**src/rtl/axis_pkt_guard.sv**
```systemverilog
// Ingress packet-validity stage: checks beat count and mty per packet, forwards
// beats through one register stage, truncates oversize packets and flags bad ones.
module axis_pkt_guard #(
  parameter int unsigned DATA_WIDTH = 8,
  parameter int unsigned MTY_WIDTH  = 8,
  parameter int unsigned MIN_BEATS  = 4,
  parameter int unsigned MAX_BEATS  = 16,
  parameter int unsigned CNT_WIDTH  = 16
) (
  input  logic                  aclk,
  input  logic                  areset,
  input  logic                  s_axis_tvalid,
  input  logic [DATA_WIDTH-1:0] s_axis_tdata,
  input  logic                  s_axis_tlast,
  input  logic [MTY_WIDTH-1:0]  s_axis_tuser_mty,
  output logic                  s_axis_tready,
  output logic                  m_axis_tvalid,
  output logic [DATA_WIDTH-1:0] m_axis_tdata,
  output logic                  m_axis_tlast,
  output logic [MTY_WIDTH-1:0]  m_axis_tuser_mty,
  input  logic                  m_axis_tready,
  output logic                  drop_incmpt_pkt,
  output logic [CNT_WIDTH-1:0]  pkt_ok_cnt,
  output logic [CNT_WIDTH-1:0]  pkt_drop_cnt
);

  localparam int unsigned N_W = $clog2(MAX_BEATS + 1);

  typedef enum logic {PASS = 1'b0, DISCARD = 1'b1} state_t;

  state_t                state, state_nxt;
  logic [N_W-1:0]        n, n_nxt, beat_num;
  logic                  err, err_nxt;
  logic                  accept, mty_nz;
  logic                  tvalid_nxt, tlast_nxt, drop_nxt;
  logic [DATA_WIDTH-1:0] tdata_nxt;
  logic [MTY_WIDTH-1:0]  tmty_nxt;
  logic [CNT_WIDTH-1:0]  ok_cnt_nxt, drop_cnt_nxt;

  function automatic logic [CNT_WIDTH-1:0] sat_inc(input logic [CNT_WIDTH-1:0] v);
    return (&v) ? v : v + CNT_WIDTH'(1);
  endfunction

  // Discard mode sinks beats without touching the output register, so it never stalls.
  assign s_axis_tready = ~areset & ((state == DISCARD) | ~m_axis_tvalid | m_axis_tready);
  assign accept        = s_axis_tvalid & s_axis_tready;
  assign beat_num      = n + N_W'(1);
  assign mty_nz        = |s_axis_tuser_mty;

  // Next-state, beat tracking and output-register load.
  always_comb begin
    state_nxt    = state;
    n_nxt        = n;
    err_nxt      = err;
    tvalid_nxt   = m_axis_tvalid & ~m_axis_tready;
    tdata_nxt    = m_axis_tdata;
    tlast_nxt    = m_axis_tlast;
    tmty_nxt     = m_axis_tuser_mty;
    drop_nxt     = drop_incmpt_pkt;
    ok_cnt_nxt   = pkt_ok_cnt;
    drop_cnt_nxt = pkt_drop_cnt;
    case (state)
      PASS: begin
        if (accept) begin
          tvalid_nxt = 1'b1;
          tdata_nxt  = s_axis_tdata;
          tlast_nxt  = s_axis_tlast;
          tmty_nxt   = s_axis_tuser_mty;
          drop_nxt   = 1'b0;
          if (s_axis_tlast) begin
            drop_nxt = (beat_num < N_W'(MIN_BEATS)) | err;
            n_nxt    = '0;
            err_nxt  = 1'b0;
            if (drop_nxt) drop_cnt_nxt = sat_inc(pkt_drop_cnt);
            else          ok_cnt_nxt   = sat_inc(pkt_ok_cnt);
          end else if (beat_num == N_W'(MAX_BEATS)) begin
            // Oversize: close the packet here as a drop and sink the remainder.
            tlast_nxt    = 1'b1;
            tmty_nxt     = '0;
            drop_nxt     = 1'b1;
            n_nxt        = '0;
            err_nxt      = 1'b0;
            state_nxt    = DISCARD;
            drop_cnt_nxt = sat_inc(pkt_drop_cnt);
          end else begin
            n_nxt   = beat_num;
            err_nxt = err | mty_nz;
          end
        end
      end
      DISCARD: begin
        if (accept && s_axis_tlast) state_nxt = PASS;
      end
      default: state_nxt = PASS;
    endcase
  end

  always_ff @(posedge aclk) begin
    if (areset) begin
      state            <= PASS;
      n                <= '0;
      err              <= 1'b0;
      m_axis_tvalid    <= 1'b0;
      m_axis_tdata     <= '0;
      m_axis_tlast     <= 1'b0;
      m_axis_tuser_mty <= '0;
      drop_incmpt_pkt  <= 1'b0;
      pkt_ok_cnt       <= '0;
      pkt_drop_cnt     <= '0;
    end else begin
      state            <= state_nxt;
      n                <= n_nxt;
      err              <= err_nxt;
      m_axis_tvalid    <= tvalid_nxt;
      m_axis_tdata     <= tdata_nxt;
      m_axis_tlast     <= tlast_nxt;
      m_axis_tuser_mty <= tmty_nxt;
      drop_incmpt_pkt  <= drop_nxt;
      pkt_ok_cnt       <= ok_cnt_nxt;
      pkt_drop_cnt     <= drop_cnt_nxt;
    end
  end

endmodule
```
**config.mk**
```make
export PLATFORM = sky130hd
export DESIGN_NAME = axis_pkt_guard
export DESIGN_NICKNAME = d
export VERILOG_FILES = /design/src/rtl/axis_pkt_guard.sv
export SDC_FILE = /design/constraint.sdc
export NUM_CORES = 1
export LEC_CHECK = 0
export CELL_PAD_IN_SITES_DETAIL_PLACEMENT = 2
export CELL_PAD_IN_SITES_GLOBAL_PLACEMENT = 2
export CORE_UTILIZATION = 29
export DETAILED_ROUTE_END_ITERATION = 12
export PLACE_DENSITY = 0.92
export RECOVER_POWER = 25
export SLEW_MARGIN = 20
export SYNTH_ARGS = -nofsm -noshare
export SYNTH_HDL_FRONTEND = slang
export SYNTH_SLANG_ARGS = --single-unit
```
**constraint.sdc**
```tcl
create_clock -name aclk -period 3.5 [get_ports aclk]
set_input_delay 0.35 -clock aclk [delete_from_list [all_inputs] [get_ports aclk]]
set_output_delay 0.35 -clock aclk [all_outputs]
set_load 0.05 [all_outputs]
```
==> flow_summary.ini <==
[routing]
post_drt_wl_per_cell_um = 16.46
drc = 0
vias = 2627
drt_first_pass_iters = 4
viasPerCell = 5.151
dr.first_iter.drc_count = 66
ant_nets = 0
drt-total-wl_um = 8395

[synth]
ys_warn_count = 0
syn-cell-area_um2 = 2615
synth.distinct_cells = 40
syn_inst = 326
synth-seq-cells = 58
synth_area_per_cell_um2 = 8.021
ys.flop_type = dfxtp_1
synthArstFlopShare_pct = 0
synth_nets = 350
synth_edf_count = 0
seq_area_frac_synth_pct = 44.40

[pwr]
pwr-share-seq_pct = 46.6
powerDensity_nw_per_um2 = 402.4
clock_power_share_pct = 44.0
p_leak_uw = 0.001311
p_sw_share_pct = 24.43
internal_power_uw = 1104
ir_worst_vdd_mv = 0.1745
combinationalPowerShare_pct = 9.4
switchingPower_uw = 357.0

[critical_path]
critPathSlowestCell = nand3_1
path_buf_inv = 0
start_kind = flip-flop
crit_family = simple AND/OR/NAND/NOR gates
cp_common_cell = a21oi_1
crit_arrival_ns = 3.19
path_class = reg2reg
crit_chain = ha_1, and2_0, a21oi_1, o31ai_1, nand3_1, or3_1, a21oi_1
cp_max_fo = 21
required_ns = 3.74
worstSetupEndpointType = flip-flop
slowest_delay_ns = 0.60

[sta]
slew_headroom_pct = 25.01
setup_tns_ns = 0
drv_slew = 0
tightest_slew_ns = 1.125
skew_ns = 0.009453
hold_viol_final = 0
period_share_pct = 84.10
rsz0062_at_grt = no
fin_crit_ns = 2.943
fmax_mhz = 339.7
finalSetupViolCount = 0

[floorplanning]
std_cell_rows = 34
fp.dieArea_um2 = 9401
die_w_um = 96.96
die_y_um = 96.96
pin_count = 73
core_area_um2 = 8721
start_util_pct = 29.99

[layout]
final_core_utilization_pct = 41.64
fill_cells = 983
syn2layout_area_growth_pct = 38.85
final_cells = 510
antennaDiodeCount = 0
nNetsFinal = 422
final_cell_mix = 58 x dfxtp_1, 58 x clkdlybuf4s50_1, 50 x nand2_1, 39 x a21oi_1, 36 x nor2_1
layout-drive-gt1-share_pct = 5.721

[placement]
dp_hpwl_um = 5811
dpl.cell_count = 495
gp_congestion = 0.8375
port-buffer-count = 72

[worst_hold_path]
hold_class = reg2reg

[clocking]
cts_buffer_depth = 2
post_cts_resized = 0
htreeDepth = 3
cts_made_buffers = 9
post_cts_buffers = 0
cts.sinks = 58
postCtsHoldBufs = 0
clkTransAtPathRegs_ns = 0.06
clockRootBuffer = clkbuf_8
cts_tree = done
clk_latency_ns = 0.33

[global_routing]
grt_pass1_wl_um = 13900
gr-usage-all-layers_pct = 18.26
antenna_found_initial = 0
grt_max_degree = 54
grt_pass1_vias = 2795
grt.overflow.total = 0

[run_status]
outcome = completed

[flow_run]
max-cap-violations = 0
per-stage QoR:
step                      cell area (um2)  power [uW]  setup slack (ns)  hold slack, ns
final                                3631        1461            0.5566          0.4561
after global routing                 3631        1518            0.3713          0.4828
after CTS                            3635        1488            0.6118          0.4631
after detailed placement             3431       836.4            0.6608          0.4540
after global placement               3431       832.7            0.7587          0.4426
after floorplan                      2615       774.0             1.260          0.4742
cell usage after synthesis, types with 2 or more instances:
cell type  instances  area [um2]
o21ai_0           11       55.05
and3_1             8       50.05
mux2_2             3       33.78
dfxtp_1           58        1161
nand3_1           21       105.1
nand4_1           10       62.56
clkbuf_1           9       33.78
nand2_1           50       187.7
nor3_1             5       25.02
inv_1              6       22.52
mux2i_1            2       20.02
a21oi_1           39       195.2
nor4_1             4       25.02
xor2_1            15       131.4
nor2_1            36       135.1
and2_1             5       31.28
nor2b_1            4       25.02
ha_1               3       37.54
buf_2              4       20.02
o41ai_1            2       17.52
nand3b_1           3       22.52
o31ai_1            2       15.01
or3_1              8       50.05
or4_1              2       15.01
layout make-up:
type / count / area (um2) / share of cell area, %
repair buffers: 76 / 742.0 / 20.43
inverters: 6 / 22.52 / 0.6203
clock inverters: 2 / 35.03 / 0.9649
well taps: 108 / 135.1 / 3.722
multi-input cells: 247 / 1366 / 37.63
clock buffers: 13 / 168.9 / 4.652
flip-flops and latches: 58 / 1161 / 31.98
registers in the layout, indices dropped and copies added, names as in the netlist:
register          cells
drop_incmpt_pkt       1
err                   1
m_axis_tdata          8
m_axis_tlast          1
m_axis_tuser_mty      8
m_axis_tvalid         1
n                     5
pkt_drop_cnt         16
pkt_ok_cnt           16
state                 1
cell families after synthesis:
logic type,synth area share [%]
simple gates,29.86
compound gates,13.54
flops,44.40
buf+inv,3.349
xor+xnor,5.359
mux,2.057
fa+ha+maj,1.436
worst reg2reg max path, stage by stage, from the launching register on:
cell	delay, ns
dfxtp_1	0.42
ha_1	0.24
and2_0	0.31
a21oi_1	0.15
o31ai_1	0.37
nand3_1	0.60
or3_1	0.57
a21oi_1	0.19
per-layer routing:
layer  GRT usage (%)  vias to the layer above  wire, um
li1                -                     1278         -
met1           21.98                     1277      3800
met2           31.15                       55      4138
met3           3.902                       17       283
met4           8.037                        0       172
met5               0                        -         0
power by group through the flow:
stage                     logic [uW]  registers, uW  clock network (uW)
after floorplan                 43.8            730                   0
final                            137            680                 643
after global routing             146            682                 689
after detailed placement         140            696                   0
after CTS                        142            681                 665
after global placement           138            694                   0
path summary, 6_finish.rpt:
kind | start | to | slack (ns) | depth (start not counted)
worst max-delay path | n[0] | pkt_drop_cnt[7] | 0.56 | 7
worst min-delay path | m_axis_tdata[6] | m_axis_tdata[6] | 0.46 | 2
worst max register to register | n[0] | pkt_drop_cnt[7] | 0.56 | 7
worst min register to register | m_axis_tdata[6] | m_axis_tdata[6] | 0.46 | 2
No activity file was read; power rests on OpenSTA's default activity.
